**config.mk**
```make
export PLATFORM = sky130hd
export DESIGN_NAME = memc_pixel_streamer
export DESIGN_NICKNAME = d
export VERILOG_FILES = /design/src/rtl/memc_pixel_streamer.sv
export SDC_FILE = /design/constraint.sdc
export NUM_CORES = 1
export LEC_CHECK = 0
export ABC_CLOCK_PERIOD_IN_PS = 6300
export CORE_MARGIN = 8
export CORE_UTILIZATION = 60
export CTS_BUF_LIST = sky130_fd_sc_hd__clkbuf_4
export DETAILED_ROUTE_END_ITERATION = 10
export PLACE_DENSITY = 0.86
export SETUP_SLACK_MARGIN = 0.3
export SLEW_MARGIN = 20
export SYNTH_ARGS = -nofsm -noshare
export SYNTH_HDL_FRONTEND = slang
export SYNTH_SLANG_ARGS = --single-unit
```
**constraint.sdc**
```tcl
create_clock -name clk -period 6.3 [get_ports clk]
set_clock_uncertainty 0.05 [all_clocks]
set_input_delay 0.945 -clock clk [delete_from_list [all_inputs] [get_ports clk]]
set_output_delay 0.945 -clock clk [all_outputs]
set_load 0.005 [all_outputs]
```
**src/rtl/memc_pixel_streamer.sv**
```systemverilog
// memc_pixel_streamer: streams 64x64 raster-order SRAM frames as 8x8-block-order pixels with back-pressure
// Optional build macro: MEMC_PS_FRAME_GAP_EN inserts FRAME_GAP idle read cycles between frames.
// Ports:
//   clk, rst_n            clock, asynchronous active-low reset
//   start_i, num_frames_i run request (IDLE only) and frame count, clamped to MAX_FRAMES
//   busy_i                consumer back-pressure; transfer when pixel_valid_o & ~busy_i
//   sram_ren_o/addr_o     SRAM read request; sram_rdata_i valid the cycle after
//   pixel_valid_o/pixel_o output pixel with its frame_idx_o and block_idx_o tags
//   done_o                one-cycle pulse after the last transfer of a run
module memc_pixel_streamer #(
   parameter int MAX_FRAMES = 10
`ifdef MEMC_PS_FRAME_GAP_EN
   , parameter int FRAME_GAP = 16
`endif
) (
   input  logic        clk,
   input  logic        rst_n,
   input  logic        start_i,
   input  logic [3:0]  num_frames_i,
   input  logic        busy_i,
   output logic        sram_ren_o,
   output logic [15:0] sram_addr_o,
   input  logic [7:0]  sram_rdata_i,
   output logic        pixel_valid_o,
   output logic [7:0]  pixel_o,
   output logic [3:0]  frame_idx_o,
   output logic [5:0]  block_idx_o,
   output logic        done_o
);
   localparam logic [3:0] MAXF = 4'(MAX_FRAMES);
   typedef enum logic [2:0] {
      IDLE,
      STREAM,
`ifdef MEMC_PS_FRAME_GAP_EN
      GAP,
`endif
      DRAIN,
      DONE
   } state_t;
   state_t      state_q, state_d;
   logic [3:0]  nf_q, nf_d, f_q, f_d, nf_clamp;
   // block-order pixel counter {by, bx, r, c}
   logic [11:0] cnt_q, cnt_d;
   // buffered words are {frame, block, pixel}
   logic [17:0] out_q, out_d, sk_q, sk_d;
   logic        out_v_q, out_v_d, sk_v_q, sk_v_d, infl_q;
   logic [9:0]  if_tag_q;
   logic        xfer, ren;
   logic [1:0]  lvl;
`ifdef MEMC_PS_FRAME_GAP_EN
   localparam int GW = $clog2(FRAME_GAP + 1);
   logic [GW-1:0] gap_q, gap_d;
   always_ff @(posedge clk or negedge rst_n)
      if (!rst_n) gap_q <= '0;
      else gap_q <= gap_d;
`endif
   assign nf_clamp      = (num_frames_i > MAXF) ? MAXF : num_frames_i;
   assign sram_ren_o    = ren;
   assign sram_addr_o   = ren ? {f_q, cnt_q[11:9], cnt_q[5:3], cnt_q[8:6], cnt_q[2:0]} : '0;
   assign pixel_valid_o = out_v_q;
   assign pixel_o       = out_q[7:0];
   assign block_idx_o   = out_q[13:8];
   assign frame_idx_o   = out_q[17:14];
   assign done_o        = (state_q == DONE);
   // returning data goes to the output register when it is free, otherwise to the skid slot
   always_comb begin
      xfer    = out_v_q & ~busy_i;
      lvl     = 2'(out_v_q) + 2'(sk_v_q) + 2'(infl_q);
      out_v_d = out_v_q;
      out_d   = out_q;
      sk_v_d  = sk_v_q;
      sk_d    = sk_q;
      if (xfer || !out_v_q) begin
         out_v_d = sk_v_q | infl_q;
         out_d   = sk_v_q ? sk_q : {if_tag_q, sram_rdata_i};
         sk_v_d  = sk_v_q & infl_q;
         sk_d    = {if_tag_q, sram_rdata_i};
      end else if (infl_q) begin
         sk_v_d = 1'b1;
         sk_d   = {if_tag_q, sram_rdata_i};
      end
   end
   always_comb begin
      state_d = state_q;
      nf_d    = nf_q;
      f_d     = f_q;
      cnt_d   = cnt_q;
      ren     = 1'b0;
`ifdef MEMC_PS_FRAME_GAP_EN
      gap_d   = gap_q;
`endif
      case (state_q)
         IDLE: if (start_i) begin
            nf_d    = nf_clamp;
            f_d     = '0;
            cnt_d   = '0;
            state_d = (nf_clamp == 4'd0) ? DONE : STREAM;
         end
         STREAM: begin
            ren = (lvl <= 2'd1) || (xfer && lvl != 2'd3);
            if (ren) begin
               cnt_d = cnt_q + 12'd1;
               if (&cnt_q) begin
                  f_d = f_q + 4'd1;
`ifdef MEMC_PS_FRAME_GAP_EN
                  state_d = (f_q == nf_q - 4'd1) ? DRAIN : GAP;
`else
                  state_d = (f_q == nf_q - 4'd1) ? DRAIN : STREAM;
`endif
               end
            end
         end
`ifdef MEMC_PS_FRAME_GAP_EN
         GAP: begin
            gap_d = gap_q + 1'b1;
            if (gap_q == GW'(FRAME_GAP - 1)) begin
               gap_d   = '0;
               state_d = STREAM;
            end
         end
`endif
         DRAIN: state_d = (!out_v_d && !sk_v_d) ? DONE : DRAIN;
         DONE: state_d = IDLE;
         default: state_d = IDLE;
      endcase
   end
   always_ff @(posedge clk or negedge rst_n)
      if (!rst_n) begin
         state_q  <= IDLE;
         nf_q     <= '0;
         f_q      <= '0;
         cnt_q    <= '0;
         out_q    <= '0;
         out_v_q  <= 1'b0;
         sk_q     <= '0;
         sk_v_q   <= 1'b0;
         infl_q   <= 1'b0;
         if_tag_q <= '0;
      end else begin
         state_q  <= state_d;
         nf_q     <= nf_d;
         f_q      <= f_d;
         cnt_q    <= cnt_d;
         out_q    <= out_d;
         out_v_q  <= out_v_d;
         sk_q     <= sk_d;
         sk_v_q   <= sk_v_d;
         infl_q   <= ren;
         if_tag_q <= ren ? {f_q, cnt_q[11:6]} : if_tag_q;
      end
endmodule

```
* Word-level counts from Yosys, hierarchy flattened
Index checks and enable logic that the tools add are counted.
** Word-level totals
- Register bits :: 72
- Input port bits :: 16
- Output and inout bits :: 37
- Word-level logic and storage cells :: 68
** Cells by class
- Add/sub/neg operators :: 5
- $lt $le $gt $ge :: 2
- Equality and inequality tests :: 8
- Muxes and demuxes :: 23
- Bitwise gates (word level) :: 4
- Reductions and logical operators :: 16
** Operators with widths (number)
- 18-bit 2-to-1 mux :: 3
- 12-bit 2-to-1 mux :: 2
- 12-bit case mux with 2 select lines :: 1
- 16-bit 2-to-1 mux :: 1
- 4-bit 2-to-1 mux :: 4
- 12-bit by 1-bit adder with 12-bit output (second input constant) :: 1
- 12-bit AND reduction :: 1
- 3-bit 2-to-1 mux :: 3
- 3-bit case mux with 3 select lines :: 1
- 2-bit != test (second input constant) :: 4
- 4-bit case mux with 2 select lines :: 1
- 3-bit by 2-bit == test with 1-bit output (second input constant) :: 2
- 3-bit AND reduction :: 2
- 1-bit 2-to-1 mux :: 5
- 4-bit by 1-bit adder with 4-bit output (second input constant) :: 1
- 4-bit == test :: 1
- 4-bit greater-than comparator (second input constant) :: 1
- 4-bit zero test :: 1
- 2-bit 2-to-1 mux :: 2
- 4-bit AND reduction :: 1
- 2-bit nonzero test :: 2
- 4-bit by 1-bit subtractor with 4-bit output (second input constant) :: 1
- 3-bit by 1-bit == test with 1-bit output (second input constant) :: 1
- 1-bit zero test :: 3
- 10 further kinds :: 13

* Logic depth before layout (Yosys ltp)
Gate-level depths: netlist of the first run.
- Depth in word-level cells :: 8
- Depth in mapped cells :: 9
- Mapped depth without buffers :: 7

* Least setup slack after synthesis of the first run
OpenSTA, ideal clock, no wires.
- Path kind :: reg2out
- From :: register sk_v_q
- To :: output port sram_addr_o[0]
- Arrival time :: 2.157 ns
- Slack :: 3.148 ns
- Stages on the path, launching flop included :: 9
- Buffers on the path :: 2
- Cell sequence :: dfrtp_1 -> clkbuf_1 -> inv_1 -> fa_1 -> and3b_2 -> o21ai_0 -> inv_1 -> clkbuf_1 -> and2_1
** Between the ends
- Word-level cells in the longest chain between the ends :: 7
** Ends and longest elaborated chain
- start: declaration :: RTL line 46 : logic out_v_q, out_v_d, sk_v_q, sk_v_d, infl_q;
- start signal: assignment :: RTL line 147 : sk_v_q <= sk_v_d;
- 1-bit by 1-bit adder with 2-bit output * :: RTL line 68 : lvl = 2'(out_v_q) + 2'(sk_v_q) + 2'(infl_q);
- 2-bit by 1-bit adder with 2-bit output * :: RTL line 68
- 2-bit != test :: RTL line 100 : ren = (lvl <= 2'd1) || (xfer && lvl != 2'd3);
- 1-bit logical AND :: RTL line 100
- 1-bit logical OR * :: RTL line 100
- 1-bit 2-to-1 mux * :: RTL line 92 : case (state_q)
- named net sram_ren_o :: RTL line 21 : output logic sram_ren_o,
- 16-bit 2-to-1 mux * :: RTL line 59 : assign sram_addr_o = ren ? {f_q, cnt_q[11:9], cnt_q[5:3], cnt_q[8:6], cnt_q[2:0]} : '0;
- end: declaration :: RTL line 22 : output logic [15:0] sram_addr_o,
Mark *: on every way through the listed nets, which the timed path passes. The rest lies on a longest branch.

* Final worst setup path of the first run
- From :: register sk_v_q
- To :: output port sram_addr_o[10]
** Between the ends
- Word-level cells in the longest chain between the ends :: 7
** Ends and longest elaborated chain (RTL line)
- 1-bit by 1-bit adder with 2-bit output * :: 68
- 2-bit by 1-bit adder with 2-bit output * :: 68
- 2-bit != test :: 100
- 1-bit logical AND :: 100
- 1-bit logical OR * :: 100
- 1-bit 2-to-1 mux * :: 92
- 16-bit 2-to-1 mux * :: 59
Every way passes the cells marked *; elsewhere a longest branch is shown, timed or not.

==> flow_summary_export.csv, run 1 <==
group,metric,value,unit
status,status,"completed",
global_routing,grt_max_degree,72,
worst_setup_path,endpoint_kind,"output pin",
synth,synth_seq_cells,71,
floorplan,ios,53,
sta,hold_violations,0,
worst_setup_path,cp.arrival,3.70,ns
run,drv_cap,0,
synth,async_flop_share,1.00,
synth,synth_top_cell_by_area,"dfrtp_1",
sta,rsz0062_at_grt,"no",
cts,htree_levels,3,
global_routing,antenna_found_initial,0,
place,gp_congestion,0.841,
power_and_ir_drop,power.density,396,nW/µm²
cts,post-cts-setup-buffers,0,
detailed_routing,drc_errors,0,
worst_setup_path,crit_path_max_fanout,21,
sta,finalCritPeriodShare,0.746,
detailed_routing,vias,2391,
hold_path,min_from,"out_q[8]$_DFFE_PN0N_",
sta,period_minus_slack,4.70,ns
sta,finalSetupViolations,0,
cts,post_cts_resized,0,
place,dp_slack,2.06,ns
place,hpwlAfterDp,4.78,mm
cts,cts_tree,"yes",
finish,design_area,3980,µm²
cts,ctsRootBufferMaster,"clkbuf_4",
synth,syn_nets,318,
power_and_ir_drop,vdd_ir_drop_max,0.218,mV
finish,seq_area,1780,µm²
synth,synth_most_common_cell,"dfrtp_1",
floorplan,start_util,0.611,
finish,diodes,0,
synth,synth_edf_count,0,
sta,hold_slack,0.442,ns
detailed_routing,final_antenna_net_count,0,
finish,drive_above_1_share,0.110,
worst_setup_path,critical-path-top-delay-family,"flip-flops",
worst_setup_path,rr_startpoint,"sk_v_q$_DFF_PN0_",
finish,syn_to_final_growth,20.4,%
synth,ys_top_cells_by_area,"dfrtp_1 54%, mux2i_1 6.7%, mux2_2 6.5%, nand2_1 3.8%, o21ai_0 3.5%",
worst_setup_path,cp_data_required_time,5.30,ns
synth,synth_area,3300,µm²
worst_setup_path,reg2reg_depth,6,
floorplan,num_rows,27,
floorplan,die_area,8130,µm²
synth,synth_top_area_frac,0.538,
floorplan,core_area,5410,µm²
place,place_inst,409,
sta,max_slew_margin,0.255,
synth,avgSynthCellArea,11.1,µm²
global_routing,grt_pass1_wl,11.9,mm
detailed_routing,routed_wl,6.86,mm
worst_setup_path,critPathKind,"register to output pin",
place,portBuffers,52,
worst_setup_path,path_buf_inv,3,
detailed_routing,viasPerCell,5.63,
cts,insertion_delay,0.41,ns
finish,fill_cells,395,
place,placed_cell_area,3840,µm²
finish,multi_input_area,1410,µm²
worst_setup_path,max_stage_delay,1.10,ns
worst_setup_path,cpMostUsedCell,"inv_1",
sta,drv_slew,0,
cts,cts_hold_buf,0,
synth,synth_cells,298,
sta,tns,0,ns
hold_path,whs_path_depth,2,
sta,max_freq,213,MHz
synth,yosys-top-cells-count,"71 x dfrtp_1, 33 x nand2_1, 23 x o21ai_0",
detailed_routing,wl_per_cell,16.1,µm
synth,ys_seq_area_frac,0.538,
worst_setup_path,worst_setup_path_start_kind,"register",
global_routing,grt_pass1_vias,2484,
worst_setup_path,cp_cell_sequence,"inv_1 -> fa_1 -> and3b_2 -> o21ai_1 -> inv_1 -> and2_1 -> clkdlybuf4s50_1",
sta,tightest_slew,1.12,ns
worst_setup_path,crit_cells,7,
synth,synth_flop_cell,"dfrtp_1",
floorplan,die_y,90.2,µm
global_routing,grt-ovfl-total,0,
power_and_ir_drop,p_leak,0.00185,µW
floorplan,fp.dieW,90.2,µm
worst_setup_path,crit_slowest_cell,"dfrtp_1",
detailed_routing,drt_iter0_markers,127,
sta,setup_ws,1.60,ns
finish,fin_cells,425,
cts,path_clk_slew,0.11,ns
synth,ys_warn_count,0,
cts,cts_sinks,71,
detailed_routing,drtPass1Iterations,4,
synth,synth_cell_type_count,45,
global_routing,grt_usage,0.179,
hold_path,hold_class,"register to register",
finish,nets,368,
cts,numCtsBuffers,9,
cts,clk_path_buf_depth,2,
worst_setup_path,startpoint,"sk_v_q$_DFF_PN0_",
==> kinds of logic (layout without fill, tap and decap cells) <==
kind of cell               Yosys count  in the layout  share of synthesized area
and+or+nand+nor                     92             92                      0.147
DFF                                 71             71                      0.538
AOI/OAI and AO/OA                   58             58                      0.111
muxes                               41             41                      0.131
buffers and inverters               24             79                     0.0337
xor gates and xnor gates             7              7                     0.0186
adders and majority gates            5              5                     0.0205
==> final cells by class <==
type | instances | area share
sequential | 71 | 0.447
multi-input combinational | 203 | 0.356
inverter | 9 | 0.00850
tap | 72 | 0.0227
clock buffer | 9 | 0.0170
timing repair buffer | 54 | 0.133
clock inverter | 7 | 0.0157
==> power by group <==
part / total (µW) / internal (µW) / leakage, µW / switching (µW)
logic: 620 / 333 / 0.000892 / 287
clock network: 277 / 118 / 0.0000688 / 159
registers: 676 / 565 / 0.000889 / 111
total: 1570 / 1020 / 0.00185 / 557
==> cell usage in the layout, fill, tap and decap left out, types with 9 or more instances in the layout <==
cell type        count
nand2_1             33
clkbuf_4             9
inv_1                9
dfrtp_1             71
mux2i_1             22
a21o_1              11
mux2_2              19
clkdlybuf4s50_1     51
and2_1              17
o21ai_0             22
==> layer usage <==
| layer | up-vias | routed length (µm) | track usage |
|---|---|---|---|
| met4 | 0 | 105 | 0.0763 |
| met5 | - | 0 | 0 |
| met1 | 1159 | 3020 | 0.217 |
| met3 | 13 | 362 | 0.0432 |
| li1 | 1155 | - | - |
| met2 | 64 | 3370 | 0.297 |
==> registers in the layout, summed over array words and instances, names as in the netlist, 2 cells and up <==
name and flops:
cnt_q 12, f_q 4, if_tag_q 10, nf_q 4, out_q 18, sk_q 18, state_q 2
==> tightest hold or removal path, delay by kind of cell, from the launching register on <==
family	cells	cell delay, ns
AND/OR/NAND/NOR	1	0.05
AO/OA/AOI/OAI	1	0.06
flip-flops	1	0.36
==> path summary, 6_finish.rpt <==
path                                          to  slack (ns)
min reg2reg                 out_q[8]$_DFFE_PN0N_        0.44
max in group asynchronous    nf_q[2]$_DFFE_PN0P_        4.96
min in group asynchronous   out_q[7]$_DFFE_PN0N_        0.67
min                         out_q[8]$_DFFE_PN0N_        0.44
max reg2reg                cnt_q[11]$_DFFE_PN0P_        3.09
max                              sram_addr_o[10]        1.60
==> per-stage QoR <==
step	utilization	power (µW)
3_5_place_dp	0.711	1310
2_1_floorplan	-	1020
4_1_cts	0.735	1590
3_3_place_gp	0.711	1280
6_report	0.735	1570
5_1_grt	0.735	1680
Note: power is estimated with default switching activity, not from simulation.
==> run 2: changes to the inputs <==
--- a/config.mk
+++ b/config.mk
@@ -5,12 +5,12 @@
 export SDC_FILE = /design/constraint.sdc
 export NUM_CORES = 1
 export LEC_CHECK = 0
-export ABC_CLOCK_PERIOD_IN_PS = 6300
+export ABC_CLOCK_PERIOD_IN_PS = 3900
 export CORE_MARGIN = 8
-export CORE_UTILIZATION = 60
+export CORE_UTILIZATION = 50
 export CTS_BUF_LIST = sky130_fd_sc_hd__clkbuf_4
 export DETAILED_ROUTE_END_ITERATION = 10
-export PLACE_DENSITY = 0.86
+export PLACE_DENSITY = 0.76
 export SETUP_SLACK_MARGIN = 0.3
 export SLEW_MARGIN = 20
 export SYNTH_ARGS = -nofsm -noshare
==> constraint.sdc (replaced) <==
create_clock -name clk -period 3.9 [get_ports clk]
set_clock_uncertainty 0.05 [all_clocks]
set_input_delay 0.585 -clock clk [delete_from_list [all_inputs] [get_ports clk]]
set_output_delay 0.585 -clock clk [all_outputs]
set_load 0.005 [all_outputs]
==> flow_summary_export.csv, run 2 (same netlist as run 1, synthesis figures left out) <==
group,metric,value,unit
global_routing,grt_pass1_wl,12.1,mm
floorplan,num_rows,29,
detailed_routing,drtPass1Iterations,4,
sta,hold_violations,0,
floorplan,die_y,97.3,µm
detailed_routing,vias,2457,
cts,path_clk_slew,0.11,ns
detailed_routing,final_antenna_net_count,0,
cts,clk_path_buf_depth,2,
detailed_routing,wl_per_cell,16.2,µm
worst_setup_path,critPathKind,"register to output pin",
floorplan,ios,53,
finish,syn_to_final_growth,22.5,%
run,drv_cap,0,
finish,final_cell_mix,"71 x dfrtp_1, 51 x clkdlybuf4s50_1, 33 x nand2_1",
floorplan,start_util,0.517,
detailed_routing,routed_wl,7.08,mm
place,portBuffers,52,
worst_setup_path,cp.arrival,2.83,ns
detailed_routing,drt_iter0_markers,109,
power_and_ir_drop,vdd_ir_drop_max,0.557,mV
global_routing,grt_max_degree,53,
worst_setup_path,crit_slowest_cell,"fa_1",
place,placed_cell_area,3870,µm²
finish,design_area,4050,µm²
floorplan,core_area,6390,µm²
finish,nets,375,
global_routing,grt_pass1_vias,2515,
floorplan,fp.dieW,97.3,µm
global_routing,grt-ovfl-total,0,
place,hpwlAfterDp,4.81,mm
cts,ctsRootBufferMaster,"clkbuf_4",
floorplan,die_area,9460,µm²
cts,numCtsBuffers,9,
worst_setup_path,cp_data_required_time,3.26,ns
detailed_routing,viasPerCell,5.64,
sta,rsz0062_at_grt,"no",
sta,max_freq,288,MHz
cts,insertion_delay,0.41,ns
global_routing,grt_usage,0.154,
cts,htree_levels,3,
sta,max_slew_margin,0.567,
cts,cts_sinks,71,
finish,drive_above_1_share,0.134,
worst_setup_path,worst_setup_path_start_kind,"register",
worst_setup_path,endpoint_kind,"output pin",
detailed_routing,drc_errors,0,
sta,period_minus_slack,3.47,ns
finish,fin_cells,436,
sta,finalCritPeriodShare,0.889,
sta,tns,0,ns
status,status,"completed",
power_and_ir_drop,p_leak,0.00187,µW
sta,tightest_slew,0.649,ns
global_routing,antenna_found_initial,0,
worst_setup_path,cp_cell_sequence,"inv_1 -> fa_1 -> and3b_2 -> o21ai_4 -> clkinvlp_4 -> and2_1 -> clkdlybuf4s50_1",
power_and_ir_drop,power.density,657,nW/µm²
finish,final_core_util,0.634,
finish,diodes,0,
finish,top_regs,"out_q (18), sk_q (18), cnt_q (12)",
place,place_inst,416,
worst_setup_path,max_stage_delay,0.50,ns
sta,drv_slew,0,
worst_setup_path,crit_path_max_fanout,5,
hold_path,hold_class,"input port to async pin",
cts,cts_tree,"yes",
finish,layout_commonest_cell,"dfrtp_1",
sta,finalSetupViolations,0,
cts,cts_hold_buf,0,
place,gp_congestion,0.831,
## run 2: worst paths after layout
kind                                          from                    end  slack [ns]  depth (start not counted)
max in group asynchronous                    rst_n  cnt_q[11]$_DFFE_PN0P_        2.94                          2
setup reg to reg           pixel_valid_o$_DFF_PN0_  cnt_q[11]$_DFFE_PN0P_        1.41                          6
hold reg to reg               out_q[4]$_DFFE_PN0N_   out_q[4]$_DFFE_PN0N_        0.43                          2
hold / removal                               rst_n   out_q[7]$_DFFE_PN0N_        0.14                          1
min in group clk              out_q[4]$_DFFE_PN0N_   out_q[4]$_DFFE_PN0N_        0.43                          2
setup / recovery           pixel_valid_o$_DFF_PN0_        sram_addr_o[10]        0.43                          7
## run 2: per-layer routing
metal	vias up	wire length [µm]	GRT usage
met5	-	0	0
met4	0	114	0.0723
met3	10	436	0.0384
met2	75	3380	0.243
met1	1201	3150	0.194
li1	1171	-	-
## run 2: where the power goes
group          total [µW]  internal (µW)  switching [µW]
Clock                 442            194             248
Combinational        1180            598             577
Sequential           1040            914             129
## run 2: worst max-delay path: cells and delay by family, from the launching register on
family                   cells  cell delay, ns
flip-flops                   1            0.42
adder cells (fa/ha/maj)      1            0.50
AO/OA/AOI/OAI                1            0.27
AND/OR/NAND/NOR              2            0.46
buffers and inverters        3            0.78
## run 2: per-stage QoR
stage | total power (µW) | hold WS [ns] | worst slack, ns
2_1_floorplan | 1650 | 0.239 | 1.11
3_3_place_gp | 2090 | 0.410 | 0.798
3_5_place_dp | 2120 | 0.420 | 0.737
4_1_cts | 2570 | 0.143 | 0.316
5_1_grt | 2840 | 0.160 | 0.336
6_report | 2660 | 0.143 | 0.431
## run 2: layout make-up
cell class | instances | area (µm²)
sequential | 71 | 1780
clock inverter | 5 | 50.0
timing repair inverter | 2 | 15.0
inverter | 9 | 37.5
tap | 77 | 96.3
multi-input combinational | 203 | 1430
timing repair buffer | 59 | 571
fill | 553 | 2340
clock buffer | 10 | 75.1
## run 2: timing repair
item,CTS,global route
resized for setup,0,5
setup buffers,0,3
endpoints found under the setup margin,0,15
==> run 3: changes to the inputs <==
--- a/config.mk
+++ b/config.mk
@@ -6,7 +6,6 @@
 export NUM_CORES = 1
 export LEC_CHECK = 0
 export ABC_CLOCK_PERIOD_IN_PS = 3900
-export CORE_MARGIN = 8
 export CORE_UTILIZATION = 50
 export CTS_BUF_LIST = sky130_fd_sc_hd__clkbuf_4
 export DETAILED_ROUTE_END_ITERATION = 10
==> flow_summary_export.csv, run 3 (same netlist as run 1, synthesis figures left out) <==
group,metric,value,unit
finish,layout_commonest_cell,"dfrtp_1",
power_and_ir_drop,switchingPower,946,µW
detailed_routing,wl_met2,3.23,mm
worst_setup_path,worst_setup_path_start_kind,"register",
power_and_ir_drop,combPwrFrac,0.439,
detailed_routing,viasPerCell,5.53,
power_and_ir_drop,vdd_ir_drop_max,0.359,mV
finish,top_regs,"out_q (18), sk_q (18), cnt_q (12)",
sta,finalSetupViolations,0,
sta,drv_slew,0,
sta,tns,0,ns
floorplan,die_area,6930,µm²
worst_setup_path,cp_data_required_time,3.26,ns
detailed_routing,final_antenna_net_count,0,
worst_setup_path,crit_path_max_fanout,6,
place,hpwlAfterDp,4.48,mm
worst_setup_path,reg2reg_depth,6,
global_routing,grt_pass1_vias,2348,
power_and_ir_drop,p_leak,0.00187,µW
worst_setup_path,crit_slowest_cell,"fa_1",
finish,drive_above_1_share,0.134,
power_and_ir_drop,power.density,651,nW/µm²
power_and_ir_drop,p_int,1680,µW
floorplan,start_util,0.520,
global_routing,grt_usage,0.203,
floorplan,core_area,6350,µm²
sta,finalCritPeriodShare,0.890,
place,gp_congestion,0.778,
cts,cts_sinks,71,
detailed_routing,routed_wl,6.66,mm
floorplan,fp.dieW,83.3,µm
global_routing,grt-ovfl-total,0,
power_and_ir_drop,sw_frac_of_total,0.360,
sta,max_freq,288,MHz
global_routing,antenna_found_initial,0,
worst_setup_path,startpoint,"pixel_valid_o$_DFF_PN0_",
finish,nets,375,
worst_setup_path,cp_cell_sequence,"inv_1 -> fa_1 -> and3b_2 -> o21ai_4 -> clkinvlp_4 -> and2_1 -> clkdlybuf4s50_1",
sta,tightest_slew,0.834,ns
floorplan,die_y,83.3,µm
finish,syn_to_final_growth,22.3,%
global_routing,grt_max_degree,40,
floorplan,num_rows,29,
cts,clk_path_buf_depth,2,
worst_setup_path,critPathKind,"register to output pin",
power_and_ir_drop,p_seq_frac,0.397,
cts,ctsRootBufferMaster,"clkbuf_4",
status,status,"completed",
finish,final_core_util,0.636,
floorplan,ios,53,
detailed_routing,vias,2406,
worst_setup_path,rr_startpoint,"pixel_valid_o$_DFF_PN0_",
detailed_routing,wl_met3,270,µm
power_and_ir_drop,p_clk_frac,0.164,
worst_setup_path,max_stage_delay,0.48,ns
sta,hold_slack,0.228,ns
finish,final_cell_mix,"71 x dfrtp_1, 51 x clkdlybuf4s50_1, 33 x nand2_1",
sta,period_minus_slack,3.47,ns
place,portBuffers,52,
cts,insertion_delay,0.40,ns
run,drv_cap,0,
detailed_routing,routed.top_layer,"met4",
detailed_routing,wl_met1,3.12,mm
finish,fill_cells,525,
cts,path_clk_slew,0.11,ns
cts,numCtsBuffers,9,
detailed_routing,drtPass1Iterations,4,
detailed_routing,drc_errors,0,
global_routing,grt_pass1_wl,11.1,mm
sta,hold_violations,0,
cts,cts_tree,"yes",
sta,max_slew_margin,0.444,
worst_setup_path,cp.arrival,2.84,ns
sta,rsz0062_at_grt,"no",
hold_path,hold_class,"input port to async pin",
finish,diodes,0,
detailed_routing,drt_iter0_markers,111,
detailed_routing,wl_per_cell,15.3,µm
worst_setup_path,endpoint_kind,"output pin",
cts,htree_levels,3,
==> run 3: cell count changes in the layout (fill, tap and decap cells not counted), sizes merged <==
| cell | previous run | this run |
|---|---|---|
| clkbuf | 10 | 9 |
==> run 3: timing repair <==
action / CTS / global route
setup endpoints to repair: 0 / 16
hold endpoints to repair: 0 / 0
resized for setup: 0 / 5
setup buffers: 0 / 2
hold buffers: 0 / 0
==> run 3: stage by stage <==
step | setup WS (ns) | total power [µW] | instance area, µm² | instances
after floorplan | 1.11 | 1650 | 3300 | 298
after global placement | 0.767 | 2080 | 3870 | 417
after detailed placement | 0.682 | 2120 | 3870 | 417
after CTS | 0.305 | 2550 | 3990 | 431
after global routing | 0.283 | 2820 | 4040 | 435
final | 0.428 | 2630 | 4040 | 435
==> run 3: power by group through the flow <==
stage	combinational [µW]	sequential [µW]	clock, µW
after floorplan	621	1030	0
after global placement	1030	1050	0
after detailed placement	1050	1060	0
after CTS	1060	1050	441
after global routing	1260	1080	476
final	1150	1040	430
==> run 3: cell type report <==
type / instances / area (µm²) / share of cell area
clock buffers: 9 / 67.6 / 0.0167
clock inverters: 5 / 51.3 / 0.0127
multi-input cells: 203 / 1430 / 0.353
repair buffers: 59 / 568 / 0.141
flip-flops and latches: 71 / 1780 / 0.440
well taps: 77 / 96.3 / 0.0239
inverters: 9 / 37.5 / 0.00930
repair inverters: 2 / 15.0 / 0.00372
==> run 3: worst paths after layout <==
kind	end	slack [ns]
max	sram_addr_o[11]	0.43
max reg2reg	cnt_q[11]$_DFFE_PN0P_	1.45
min reg2reg	out_q[3]$_DFFE_PN0N_	0.43
min	if_tag_q[3]$_DFFE_PN0P_	0.23
min in group clk	out_q[3]$_DFFE_PN0N_	0.43
max in group asynchronous	if_tag_q[7]$_DFFE_PN0P_	2.77
==> run 3: metal layers <==
metal / GRT usage / vias to the layer above
li1: - / 1168
met1: 0.272 / 1175
met4: 0.0674 / 0
met5: 0 / -
met3: 0.0417 / 4
met2: 0.329 / 59
==> run 3: critical path, delay by kind of cell, from the launching register on <==
family | cells | cell delay (ns)
DFF | 1 | 0.43
buffers and inverters | 3 | 0.77
adders and majority gates | 1 | 0.48
AOI/OAI and AO/OA | 1 | 0.29
and+or+nand+nor | 2 | 0.47
